## src/rtl/uart_rx_ctrl.sv

```systemverilog
`default_nettype none
// ============================================================================
//  Module   : uart_rx_ctrl
//  Purpose  : UART receive frame controller. Drives an external bit-period
//             down-counter, synchronises rx, validates the start bit, samples
//             data at mid-bit, checks stop (and optional parity) and delivers
//             bytes through a one-entry valid/ready holding register.
//  Options  : UART_RX_PARITY_EN - adds a parity bit (sense set by PARITY_ODD)
//  Revision : 1.0 - initial release
// ============================================================================
module uart_rx_ctrl #(
    parameter int CLKS_PER_BIT = 5208,
    parameter int DATA_BITS    = 8,
    parameter int PARITY_ODD   = 0
) (
    input  logic                            clk,
    input  logic                            rst,
    input  logic                            rx,
    input  logic [$clog2(CLKS_PER_BIT)-1:0] cnt_i,
    input  logic                            cnt_done_i,
    output logic                            cnt_en_o,
    output logic                            cnt_soft_rst_o,
    output logic [DATA_BITS-1:0]            rx_data_o,
    output logic                            rx_valid_o,
    input  logic                            rx_ready_i,
    output logic                            frame_err_o,
    output logic                            par_err_o,
    output logic                            overrun_o
);

    localparam int                  c_CNT_W = $clog2(CLKS_PER_BIT);
    localparam int                  c_IDX_W = $clog2(DATA_BITS);
    localparam logic [c_CNT_W-1:0]  c_MID   = c_CNT_W'(CLKS_PER_BIT / 2);
    localparam logic [c_IDX_W-1:0]  c_LAST  = c_IDX_W'(DATA_BITS - 1);

    typedef enum logic [2:0] {
        S_IDLE   = 3'd0,
        S_START  = 3'd1,
        S_DATA   = 3'd2,
`ifdef UART_RX_PARITY_EN
        S_PARITY = 3'd3,
`endif
        S_STOP   = 3'd4
    } state_t;

    state_t                 r_state;
    state_t                 w_state_nxt;
    logic                   r_rx_meta;
    logic                   r_rx_s;
    logic [c_IDX_W-1:0]     r_bit_idx;
    logic [DATA_BITS-1:0]   r_shift;
    logic [DATA_BITS-1:0]   r_data;
    logic                   r_valid;
    logic                   r_frame_err;
    logic                   r_par_err;
    logic                   r_overrun;
    logic                   w_cnt_en;
    logic                   w_cnt_soft_rst;
    logic                   w_mid;
    logic                   w_stop_eval;
    logic                   w_stop_bad;
    logic                   w_par_bad;
    logic                   w_good;

    // Mid-bit sample strobe; the counter only runs outside IDLE.
    assign w_mid       = (r_state != S_IDLE) && (cnt_i == c_MID);
    assign w_stop_eval = (r_state == S_STOP) && w_mid;
    assign w_stop_bad  = ~r_rx_s;

`ifdef UART_RX_PARITY_EN
    localparam logic c_PAR_ODD = (PARITY_ODD != 0);
    logic r_par_bit;

    // Total ones over data plus parity must match the configured sense.
    assign w_par_bad = ((^r_shift) ^ r_par_bit) != c_PAR_ODD;

    // Capture the received parity bit at its mid-bit sample.
    always_ff @(posedge clk or negedge rst) begin
        if (!rst) begin
            r_par_bit <= 1'b0;
        end else if ((r_state == S_PARITY) && w_mid) begin
            r_par_bit <= r_rx_s;
        end
    end
`else
    // Parity sense has no meaning without a parity bit.
    logic w_unused_par;
    assign w_unused_par = (PARITY_ODD != 0);
    assign w_par_bad    = 1'b0;
`endif

    assign w_good = ~w_stop_bad & ~w_par_bad;

    // Two-flop synchroniser on the asynchronous serial line, idling high.
    always_ff @(posedge clk or negedge rst) begin
        if (!rst) begin
            r_rx_meta <= 1'b1;
            r_rx_s    <= 1'b1;
        end else begin
            r_rx_meta <= rx;
            r_rx_s    <= r_rx_meta;
        end
    end

    // Frame state register.
    always_ff @(posedge clk or negedge rst) begin
        if (!rst) begin
            r_state <= S_IDLE;
        end else begin
            r_state <= w_state_nxt;
        end
    end

    // Next-state logic and counter control decoded from state.
    always_comb begin
        w_state_nxt    = r_state;
        w_cnt_en       = 1'b1;
        w_cnt_soft_rst = 1'b0;
        case (r_state)
            S_IDLE: begin
                w_cnt_en       = 1'b0;
                w_cnt_soft_rst = 1'b1;
                if (!r_rx_s) begin
                    w_state_nxt = S_START;
                end
            end
            S_START: begin
                // The mid sample precedes the bit boundary, so a false start
                // always leaves before cnt_done_i can arrive.
                if (w_mid && r_rx_s) begin
                    w_state_nxt = S_IDLE;
                end else if (cnt_done_i) begin
                    w_state_nxt = S_DATA;
                end
            end
            S_DATA: begin
                if (cnt_done_i && (r_bit_idx == c_LAST)) begin
`ifdef UART_RX_PARITY_EN
                    w_state_nxt = S_PARITY;
`else
                    w_state_nxt = S_STOP;
`endif
                end
            end
`ifdef UART_RX_PARITY_EN
            S_PARITY: begin
                if (cnt_done_i) begin
                    w_state_nxt = S_STOP;
                end
            end
`endif
            S_STOP: begin
                // Leave at mid-stop so the next start edge is caught early.
                if (w_mid) begin
                    w_state_nxt = S_IDLE;
                end
            end
            default: begin
                w_state_nxt = S_IDLE;
            end
        endcase
    end

    // Bit index and LSB-first shift register.
    always_ff @(posedge clk or negedge rst) begin
        if (!rst) begin
            r_bit_idx <= '0;
            r_shift   <= '0;
        end else begin
            if (r_state != S_DATA) begin
                r_bit_idx <= '0;
            end else if (cnt_done_i) begin
                r_bit_idx <= r_bit_idx + 1'b1;
            end
            if ((r_state == S_DATA) && w_mid) begin
                r_shift <= {r_rx_s, r_shift[DATA_BITS-1:1]};
            end
        end
    end

    // Error pulses, one cycle after the stop-bit evaluation.
    always_ff @(posedge clk or negedge rst) begin
        if (!rst) begin
            r_frame_err <= 1'b0;
            r_par_err   <= 1'b0;
        end else begin
            r_frame_err <= w_stop_eval & w_stop_bad;
            r_par_err   <= w_stop_eval & ~w_stop_bad & w_par_bad;
        end
    end

    // One-entry holding register; a full, unaccepted entry drops the new byte.
    always_ff @(posedge clk or negedge rst) begin
        if (!rst) begin
            r_data    <= '0;
            r_valid   <= 1'b0;
            r_overrun <= 1'b0;
        end else begin
            r_overrun <= 1'b0;
            if (w_stop_eval && w_good) begin
                if (!r_valid || rx_ready_i) begin
                    r_data  <= r_shift;
                    r_valid <= 1'b1;
                end else begin
                    r_overrun <= 1'b1;
                end
            end else if (r_valid && rx_ready_i) begin
                r_valid <= 1'b0;
            end
        end
    end

    assign cnt_en_o       = w_cnt_en;
    assign cnt_soft_rst_o = w_cnt_soft_rst;
    assign rx_data_o      = r_data;
    assign rx_valid_o     = r_valid;
    assign frame_err_o    = r_frame_err;
    assign par_err_o      = r_par_err;
    assign overrun_o      = r_overrun;

endmodule
`default_nettype wire
```

## config.mk

```make
export PLATFORM = sky130hd
export DESIGN_NAME = uart_rx_ctrl
export DESIGN_NICKNAME = d
export VERILOG_FILES = /design/src/rtl/uart_rx_ctrl.sv
export SDC_FILE = /design/constraint.sdc
export NUM_CORES = 1
export LEC_CHECK = 0
export ABC_AREA = 1
export BUFFER_PORTS_ARGS = -buffer_cell sky130_fd_sc_hd__buf_2
export CAP_MARGIN = 20
export CORE_MARGIN = 10
export CORE_UTILIZATION = 44
export CTS_CLUSTER_SIZE = 28
export DETAILED_ROUTE_END_ITERATION = 10
export HOLD_SLACK_MARGIN = 0.03
export PLACE_DENSITY = 0.67
export SLEW_MARGIN = 40
export SYNTH_ARGS = -nofsm -noshare
export SYNTH_HDL_FRONTEND = slang
export SYNTH_SLANG_ARGS = --single-unit
```

## constraint.sdc

```tcl
create_clock -name clk -period 1.8 [get_ports clk]
set_input_delay 0.36 -clock clk [delete_from_list [all_inputs] [get_ports clk]]
set_output_delay 0.36 -clock clk [all_outputs]
set_load 0.05 [all_outputs]
```

==> results of run 1 <==
timing repair:
item                                   CTS  global route
pin swaps                                0             0
endpoints found under the hold margin    0             0
resized for setup                        1             1
setup endpoints to repair                1             1
power by group through the flow:
stage	clock, mW	sequential (mW)	combinational [mW]
4_1_cts	0.263	0.684	0.484
6_report	0.248	0.685	0.478
3_3_place_gp	0	0.692	0.459
2_1_floorplan	0	0.688	0.367
5_1_grt	0.291	0.688	0.534
3_5_place_dp	0	0.696	0.471
worst register-to-register path, stage by stage, from the launching register on:
cell	delay (ns)
dfrtp_1	0.42
ha_1	0.20
ha_1	0.17
nand2_1	0.06
nand2_1	0.06
nand2_1	0.12
inv_1	0.06
nand3_1	0.08
nand2_1	0.05
nand2_1	0.06
inv_1	0.04
metal layers:
layer	part of all wire [%]	GRT usage [%]
met3	5.8	3.13
met1	40	11.7
met5	0	0
met2	53	19.3
met4	0.57	2.06
kinds of logic after synthesis:
kind of cell | after synthesis | share of synthesized area, %
buffers and inverters | 27 | 8.84
XOR/XNOR | 1 | 0.645
flip-flops | 27 | 49.9
adder cells (fa/ha/maj) | 2 | 1.84
AO/OA/AOI/OAI | 12 | 6.63
AND/OR/NAND/NOR | 80 | 31.9
other | 1 | 0.276
registers in the layout, indices dropped and copies added (netlist names):
register / flops
r_state: 3
frame_err_o: 1
r_rx_s: 1
rx_data_o: 8
r_rx_meta: 1
r_shift: 8
rx_valid_o: 1
r_bit_idx: 3
overrun_o: 1
worst paths after layout:
check / end / slack, ns / cells past startpoint
worst max-delay path: cnt_soft_rst_o / 0.13 / 4
worst min-delay path: rx_data_o[5] / 0.03 / 1
worst max register to register: r_state[1] / 0.39 / 10
worst min register to register: r_rx_s / 0.37 / 0
max in group asynchronous: r_shift[4] / 1.39 / 1
min in group clk: r_rx_meta / 0.13 / 1
layout make-up:
class,instances,area [um2],share of cell area (%)
timing repair buffer,31,160,10.3
tap,33,41.3,2.66
multi-input combinational,96,561,36.1
inverter,23,86.3,5.56
sequential,27,678,43.7
clock buffer,4,26.3,1.69
metrics by stage:
stage	setup WS, ns	utilization (%)	hold slack, ns
final	0.126	51.7	0.0265
after global placement	0.329	50.7	0.347
after detailed placement	0.265	50.7	0.347
after floorplan	0.0906	-	0.0644
after global routing	0.0379	51.7	0.0459
after CTS	0.0456	51.7	0.0362
synth_stat cells:
cell,count
nor3_2,1
clkinv_1,1
o21ai_2,8
nand4_1,8
buf_4,1
dfstp_2,2
nand3_4,3
nor2_8,1
conb_1,1
nand2_1,47
nor2_1,8
inv_1,20
xnor2_1,1
clkbuf_1,1
dfrtp_1,25
ha_1,2
nand3_1,6
nand4_4,1
buf_6,2
nor3_1,3
nor2_4,1
inv_2,2
a21oi_1,3
o21ai_0,1
nor3_4,1
==> impl_metrics.env, run 1 <==
export IMPL_result_of_the_run="finished, final reports clean"
export IMPL_drt_antenna_violating_nets=0
export IMPL_critPathLaunchType="flip-flop"
export IMPL_placedCellCount=210
export IMPL_chipHeight_um=75.6
export IMPL_cts_num_sinks=27
export IMPL_residual_drc_count=0
export IMPL_dr_pass1_iters=4
export IMPL_clkPwrFrac_pct=17.5
export IMPL_die_area_um2=5710
export IMPL_rows=20
export IMPL_clock_transition_at_the_registers_of_the_reported_paths_ns=0.13
export IMPL_grt_first_pass_wirelength_um=4750
export IMPL_tritoncts_num_buffers=3
export IMPL_worst_path_cell_chain="inv_2 -> nand3_4 -> inv_1 -> buf_4"
export IMPL_worstSetupPathType="reg -> out"
export IMPL_synth_sequential_area_ratio_pct=49.9
export IMPL_detailroute_via_count=1058
export IMPL_dr_first_iter_drc_count=62
export IMPL_rel_slew_slack_pct=60.8
export IMPL_final_min_clock_period_ns=1.67
export IMPL_final_period_utilization_pct=93.0
export IMPL_count_of_antenna_diodes_in_the_layout=0
export IMPL_cts_max_path_bufs=2
export IMPL_critical_path_slowest_cell="dfrtp_1"
export IMPL_finalWeightedCongestion=0.775
export IMPL_boundaryPins=32
export IMPL_critical_path_max_stage_delay_ns=0.46
export IMPL_worst_path_buf_inv=3
export IMPL_grt_start_max_net_pins=28
export IMPL_post_synth_top_area_fraction_pct=46.0
export IMPL_arrival_ns=1.31
export IMPL_placement_cell_area_um2=1520
export IMPL_worst_skew_pair_late_latency_ns=0.31
export IMPL_clock_skew_ns=0.00276
export IMPL_cp_required_ns=1.44
export IMPL_power_leakage_nw=0.834
export IMPL_slew_of_the_pin_with_the_lowest_slew_margin_ns=0.589
export IMPL_grt_ovfl_total=0
export IMPL_worst_ir_drop_vdd_mv=0.602
export IMPL_postSynthRegisterBits=27
export IMPL_avgRoutedWirePerCell_um=12.3
export IMPL_timing_max_transition_violations_final=0
export IMPL_synth_largest_area_cell="dfrtp_1"
export IMPL_layout_commonest_cell="nand2_1"
export IMPL_initial_cell_density_of_the_core_pct=45.2
export IMPL_finalWirelength_um=2630
export IMPL_layout_common_cells="47 x nand2_1, 29 x buf_2, 25 x dfrtp_1"
export IMPL_cts_hold_buffers_added=0
export IMPL_seqPwrFrac_pct=48.5
export IMPL_hold_viol=0
export IMPL_stdcell_count=214
export IMPL_power_total_mw=1.41
export IMPL_dp_hpwl_um=2170
export IMPL_drt_vias_per_instance=4.94
export IMPL_leading_cell_types_by_total_area_after_synthesis="dfrtp_1 46%, nand2_1 13%, inv_1 5.5%"
export IMPL_yosysWarnings=0
export IMPL_finalSetupViolCount=0
export IMPL_post_route_cells_drive_above_1_share_pct=30.4
export IMPL_maximum_capacitance_violations=0
export IMPL_fp_dieW_um=75.6
export IMPL_synth_net_count=170
export IMPL_maxClockFrequency_ghz=0.597
export IMPL_timing_critical_path_max_delay_family="flip-flops"
export IMPL_nets=202
export IMPL_cell_count_after_synthesis=150
export IMPL_placement_io_buffers=30
export IMPL_startpoint="r_state[2]"
export IMPL_internal_power_mw=0.866
export IMPL_vias_in_the_first_global_route=1102
export IMPL_n_fill_cell=299
export IMPL_final_area_um2=1550
export IMPL_rr_startpoint="r_bit_idx[0]"
export IMPL_pwr_density_cell_nw_per_um2=909
export IMPL_cts_tree="built"
export IMPL_gr_usage_all_layers_pct=10.5
export IMPL_net_switching_fraction_of_the_power_pct=38.7
export IMPL_syn_area_per_cell_um2=9.06
export IMPL_post_synth_num_cell_types=25
export IMPL_timing_setup_tns_ns=0
export IMPL_number_of_buffers_inserted_by_post_cts_setup_repair=0
export IMPL_antenna_found_initial=0
export IMPL_area_overhead_vs_synth_pct=14.3
export IMPL_pwr_share_comb_pct=33.9
export IMPL_clock_root_buffer="clkbuf_4"
export IMPL_number_of_h_tree_levels=1
export IMPL_holdCritPathClass="in -> async"
export IMPL_critical_path_peak_fanout=6
export IMPL_synth_cell_area_um2=1360
export IMPL_core_region_area_um2=3000
export IMPL_unrepaired_setup_endpoints_after_global_routing="no"
export IMPL_power_switching_mw=0.546
export IMPL_endpoint_kind="output pin"
Note: power is estimated with default switching activity, not from simulation.
==> run 2, diff against run 1 <==
Settings changed: ABC_AREA 1 to default, PLACE_DENSITY 0.67 to 0.69.
==> impl_metrics.env, run 2 <==
export IMPL_power_total_mw=1.30
export IMPL_arrival_ns=1.36
export IMPL_endpoint_kind="output pin"
export IMPL_highest_metal_layer_with_signal_wires="met4"
export IMPL_vias_in_the_first_global_route=838
export IMPL_simple_gate_share_of_the_synthesized_area_pct=13.5
export IMPL_clock_transition_at_the_registers_of_the_reported_paths_ns=0.14
export IMPL_maximum_capacitance_violations=0
export IMPL_count_of_flip_flops_with_a_built_in_enable_after_synthesis=0
export IMPL_result_of_the_run="finished, final reports clean"
export IMPL_synth_async_sr_flop_share_pct=100
export IMPL_yosys_area_share_xor_xnor_pct=0.782
export IMPL_count_of_antenna_diodes_in_the_layout=0
export IMPL_synth_cell_area_um2=1120
export IMPL_die_area_um2=4960
export IMPL_dp_worst_setup_slack_ns=-0.189
export IMPL_timing_max_transition_violations_final=0
export IMPL_core_region_area_um2=2450
export IMPL_cp_required_ns=1.44
export IMPL_number_of_h_tree_levels=1
export IMPL_terminus_of_the_critical_flop_to_flop_path="r_shift[7]"
export IMPL_hold_viol=0
export IMPL_gr_usage_all_layers_pct=9.63
export IMPL_rr_startpoint="r_state[0]"
export IMPL_leading_cell_types_by_total_area_after_synthesis="dfrtp_1 56%, mux2_2 16%, dfstp_2 4.7%"
export IMPL_worst_hold_end="r_rx_meta"
export IMPL_critPathLaunchType="flip-flop"
export IMPL_n_fill_cell=209
export IMPL_hold_depth=1
export IMPL_power_leakage_nw=0.769
export IMPL_rows=18
export IMPL_synthesized_area_fraction_occupied_by_adder_cells_pct=2.23
export IMPL_finalWeightedCongestion=0.745
export IMPL_rr_worst_depth=4
export IMPL_internal_power_mw=0.864
export IMPL_finalSetupViolCount=0
export IMPL_post_synth_top_area_fraction_pct=55.9
export IMPL_residual_drc_count=0
export IMPL_rel_slew_slack_pct=61.6
export IMPL_clkPwrFrac_pct=20.9
export IMPL_worst_skew_pair_late_latency_ns=0.34
export IMPL_cell_count_after_synthesis=84
export IMPL_avgRoutedWirePerCell_um=15.1
export IMPL_maxClockFrequency_ghz=0.583
export IMPL_antenna_found_initial=0
export IMPL_dr_first_iter_drc_count=22
export IMPL_grt_first_pass_wirelength_um=3900
export IMPL_finalWirelength_um=2310
export IMPL_critical_path_peak_fanout=5
export IMPL_placement_io_buffers=30
export IMPL_postSynthRegisterBits=27
export IMPL_drt_antenna_violating_nets=0
export IMPL_nets=144
export IMPL_dr_wl_met3_um=211
export IMPL_layout_commonest_cell="buf_2"
export IMPL_worst_ir_drop_vdd_mv=0.563
export IMPL_wire_length_on_met2_um=1080
export IMPL_synth_compound_area_share_pct=2.57
export IMPL_fp_dieW_um=70.5
export IMPL_seqPwrFrac_pct=50.2
export IMPL_grt_ovfl_total=0
export IMPL_power_switching_mw=0.436
export IMPL_combinational_family_with_the_most_area_after_synthesis="multiplexers"
export IMPL_drt_vias_per_instance=5.07
export IMPL_syn_area_per_cell_um2=13.3
export IMPL_final_period_utilization_pct=95.3
export IMPL_final_min_clock_period_ns=1.72
export IMPL_m1WireLength_um=976
export IMPL_tritoncts_num_buffers=3
export IMPL_worstSetupPathType="reg -> out"
export IMPL_cts_num_sinks=27
export IMPL_dr_pass1_iters=2
export IMPL_layout_common_cells="28 x buf_2, 25 x dfrtp_1, 16 x mux2_2"
export IMPL_yosysWarnings=0
export IMPL_final_hold_worst_slack_ns=0.113
export IMPL_grt_start_max_net_pins=28
export IMPL_r2r_slack_ns=0.13
export IMPL_synth_largest_area_cell="dfrtp_1"
export IMPL_clock_skew_ns=0.0157
export IMPL_cts_tree="built"
export IMPL_pwr_density_cell_nw_per_um2=918
export IMPL_yosys_cell_count_top_type="dfrtp_1"
export IMPL_cts_max_path_bufs=2
export IMPL_boundaryPins=32
export IMPL_synthTopCellsByCount="25 x dfrtp_1, 16 x mux2_2, 7 x nor2_1, 5 x nand2_1"
export IMPL_synth_sequential_area_ratio_pct=60.6
export IMPL_synth_net_count=104
export IMPL_post_synth_num_cell_types=28
export IMPL_synthMuxAreaShare_pct=17.9
export IMPL_unrepaired_setup_endpoints_after_global_routing="no"
export IMPL_slew_of_the_pin_with_the_lowest_slew_margin_ns=0.576
export IMPL_synth_ff_type="dfrtp_1"
export IMPL_clock_root_buffer="clkbuf_4"
export IMPL_holdCritPathClass="in -> reg"
export IMPL_pwr_share_comb_pct=28.9
export IMPL_post_route_cells_drive_above_1_share_pct=52.0
export IMPL_net_switching_fraction_of_the_power_pct=33.5
export IMPL_fin_ws_ns=0.0846
export IMPL_dp_hpwl_um=1740
export IMPL_initial_cell_density_of_the_core_pct=45.6
export IMPL_hold_start="rx"
export IMPL_area_overhead_vs_synth_pct=26.5
export IMPL_detailroute_via_count=775
export IMPL_chipHeight_um=70.5
[run 2: through the flow]
stage | area (um2) | cells | utilization (%) | setup TNS (ns)
after floorplan | 1130 | 84 | - | 0
after global placement | 1370 | 148 | 55.7 | -0.941
after detailed placement | 1370 | 148 | 55.7 | -2.48
after CTS | 1410 | 153 | 57.3 | 0
after global routing | 1420 | 153 | 57.7 | 0
final | 1420 | 153 | 57.7 | 0
[run 2: worst max-delay path by stage]
stage               cells past startpoint  slack, ns        from        endpoint
global placement                        6       -0.1    cnt_i[7]    rx_data_o[5]
finish                                  3       0.08  r_state[2]  cnt_soft_rst_o
detailed placement                      6      -0.19    cnt_i[7]    rx_data_o[3]
global route                            3       0.02  r_state[2]  cnt_soft_rst_o
floorplan                               4       0.02  r_state[0]      r_shift[0]
CTS                                     3      0.005  r_state[1]  cnt_soft_rst_o
[run 2: final cells by class]
| type | instances | area (um2) | share of cell area, % |
|---|---|---|---|
| timing repair buffer | 38 | 234 | 16.5 |
| tap | 30 | 37.5 | 2.65 |
| inverter | 2 | 7.51 | 0.530 |
| clock inverter | 1 | 7.51 | 0.530 |
| sequential | 27 | 678 | 47.9 |
| clock buffer | 3 | 22.5 | 1.59 |
| multi-input combinational | 52 | 429 | 30.3 |
[run 2: power groups by stage]
stage / clock network (mW) / registers (mW) / logic [mW]
after global placement: 0 / 0.665 / 0.347
after floorplan: 0 / 0.689 / 0.221
after detailed placement: 0 / 0.665 / 0.355
final: 0.272 / 0.653 / 0.375
after CTS: 0.284 / 0.653 / 0.358
after global routing: 0.300 / 0.657 / 0.409
[run 2: repair_timing]
item | CTS | global route
hold buffers | 1 | 0
setup endpoints to repair | 0 | 2
hold endpoints to repair | 25 | 0
resized for setup | 0 | 5
buffers inserted | 0 | 0
[run 2: logic make-up after synthesis]
family          after synthesis
compound gates                5
other cells                   1
simple gates                 25
fa+ha+maj                     2
buf+inv                       5
flops                        27
mux                          18
xor+xnor                      1
[run 2: layer usage]
metal	vias to the layer above	GRT usage, %
li1	369	-
met1	374	10.5
met2	27	15.6
met3	5	4.24
met4	0	4.61
met5	-	0
[run 2: worst max-delay path, stage by stage, from the launching register on]
cell and delay [ns]:
dfrtp_1 0.40, buf_4 0.16, nor3_4 0.23, buf_4 0.24
==> run 3, diff against run 2 <==
Settings changed: CAP_MARGIN 20 to default.
Clock period 1.8 ns to 1.95 ns, I/O delays scaled along.
==> impl_metrics.env, run 3 (same netlist as run 2, synthesis figures left out) <==
export IMPL_cts_num_sinks=27
export IMPL_area_overhead_vs_synth_pct=23.2
export IMPL_vias_in_the_first_global_route=827
export IMPL_holdCritPathClass="in -> async"
export IMPL_endpoint_kind="output pin"
export IMPL_cts_resized_gates=0
export IMPL_critical_path_slowest_cell="dfrtp_1"
export IMPL_timing_critical_path_max_delay_family="buffers and inverters"
export IMPL_multi_input_gate_area_um2=429
export IMPL_result_of_the_run="finished, final reports clean"
export IMPL_layout_common_cells="30 x buf_2, 25 x dfrtp_1, 16 x mux2_2"
export IMPL_power_leakage_nw=0.757
export IMPL_timing_setup_tns_ns=0
export IMPL_clock_root_buffer="clkbuf_4"
export IMPL_nets=141
export IMPL_count_of_antenna_diodes_in_the_layout=0
export IMPL_grt_ovfl_total=0
export IMPL_dr_first_iter_drc_count=27
export IMPL_drt_antenna_violating_nets=0
export IMPL_grt_first_pass_wirelength_um=3800
export IMPL_core_region_area_um2=2450
export IMPL_initial_cell_density_of_the_core_pct=45.6
export IMPL_clock_transition_at_the_registers_of_the_reported_paths_ns=0.14
export IMPL_drt_vias_per_instance=5.13
export IMPL_r2r_slack_ns=0.20
export IMPL_boundaryPins=32
export IMPL_fp_dieW_um=70.5
export IMPL_n_fill_cell=213
export IMPL_worst_skew_pair_late_latency_ns=0.32
export IMPL_worst_path_cell_chain="buf_4 -> nor3_4 -> buf_2"
export IMPL_slew_of_the_pin_with_the_lowest_slew_margin_ns=0.568
export IMPL_rr_startpoint="r_state[1]"
export IMPL_maxClockFrequency_ghz=0.564
export IMPL_hold_viol=0
export IMPL_seqCellArea_um2=678
export IMPL_gr_usage_all_layers_pct=9.22
export IMPL_critical_path_peak_fanout=6
export IMPL_placement_cell_area_um2=1350
export IMPL_final_period_utilization_pct=90.9
export IMPL_maximum_capacitance_violations=0
export IMPL_layout_commonest_cell="buf_2"
export IMPL_cts_tree="built"
export IMPL_cp_required_ns=1.56
export IMPL_die_area_um2=4960
export IMPL_post_route_cells_drive_above_1_share_pct=51.7
export IMPL_cts_hold_buffers_added=0
export IMPL_timing_max_transition_violations_final=0
export IMPL_critical_path_max_stage_delay_ns=0.40
export IMPL_rr_worst_depth=4
export IMPL_chipHeight_um=70.5
export IMPL_clock_skew_ns=0.00380
export IMPL_critPathLaunchType="flip-flop"
export IMPL_finalSetupViolCount=0
export IMPL_finalWirelength_um=2180
export IMPL_worstSetupPathType="reg -> out"
export IMPL_dr_pass1_iters=4
export IMPL_final_area_um2=1380
export IMPL_worst_ir_drop_vdd_mv=0.605
export IMPL_finalWeightedCongestion=0.754
export IMPL_worst_path_buf_inv=2
export IMPL_tritoncts_num_buffers=3
export IMPL_number_of_buffers_inserted_by_post_cts_setup_repair=0
export IMPL_unrepaired_setup_endpoints_after_global_routing="no"
export IMPL_number_of_h_tree_levels=1
export IMPL_final_min_clock_period_ns=1.77
export IMPL_cts_max_path_bufs=2
export IMPL_terminus_of_the_critical_flop_to_flop_path="r_shift[1]"
export IMPL_dp_hpwl_um=1710
export IMPL_avgRoutedWirePerCell_um=14.5
export IMPL_pwr_density_cell_nw_per_um2=834
export IMPL_rel_slew_slack_pct=62.1
export IMPL_grt_start_max_net_pins=28
export IMPL_rows=18
export IMPL_detailroute_via_count=770
export IMPL_arrival_ns=1.38
export IMPL_residual_drc_count=0
export IMPL_placement_io_buffers=30
export IMPL_antenna_found_initial=0
[run 3: changes by cell type in the layout (fill, tap and decap cells not counted), sizes merged]
| cell | previous run | this run |
|---|---|---|
| buf | 37 | 35 |
| clkinvlp | 1 | 0 |
| dlygate4sd3 | 1 | 0 |
| clkinv | 0 | 1 |
[run 3: per-layer routing]
metal  share of wire, %  global-route usage [%]
met5                  0                       0
met4               0.41                    3.95
met3                8.8                    3.53
met2                 46                    14.6
met1                 45                    10.8
[run 3: power by group]
part | switching, mW | internal [mW] | leakage, nW
combinational | 0.198 | 0.0984 | 0.372
clock | 0.162 | 0.0769 | 0.0177
sequential | 0.0266 | 0.589 | 0.367
total | 0.387 | 0.764 | 0.757
[run 3: worst max-delay path by stage]
stage | startpoint | end | cells after the start | slack [ns]
2_1_floorplan | cnt_i[7] | rx_data_o[0] | 4 | 0.16
3_3_place_gp | cnt_i[7] | rx_data_o[6] | 6 | 0.04
3_5_place_dp | cnt_i[7] | rx_data_o[0] | 6 | 0.02
4_1_cts | r_state[0] | cnt_soft_rst_o | 3 | 0.15
5_1_grt | r_state[0] | cnt_soft_rst_o | 3 | 0.10
6_report | r_state[0] | cnt_soft_rst_o | 3 | 0.18
[run 3: cell type report]
cell class / count / area share [%]
sequential: 27 / 49.1
multi-input combinational: 52 / 31.1
timing repair buffer: 35 / 14.5
tap: 30 / 2.72
clock buffer: 3 / 1.63
inverter: 2 / 0.544
clock inverter: 1 / 0.363
[run 3: per-stage QoR]
step / hold slack, ns / std cells / setup WS (ns) / util (%) / total power, mW
2_1_floorplan: 0.0944 / 84 / 0.159 / - / 0.840
3_3_place_gp: 0.347 / 146 / 0.0427 / 55.1 / 0.920
3_5_place_dp: 0.351 / 146 / 0.0221 / 55.1 / 0.928
4_1_cts: 0.0580 / 150 / 0.147 / 56.2 / 1.17
5_1_grt: 0.0680 / 150 / 0.100 / 56.2 / 1.21
6_report: 0.0395 / 150 / 0.178 / 56.2 / 1.15
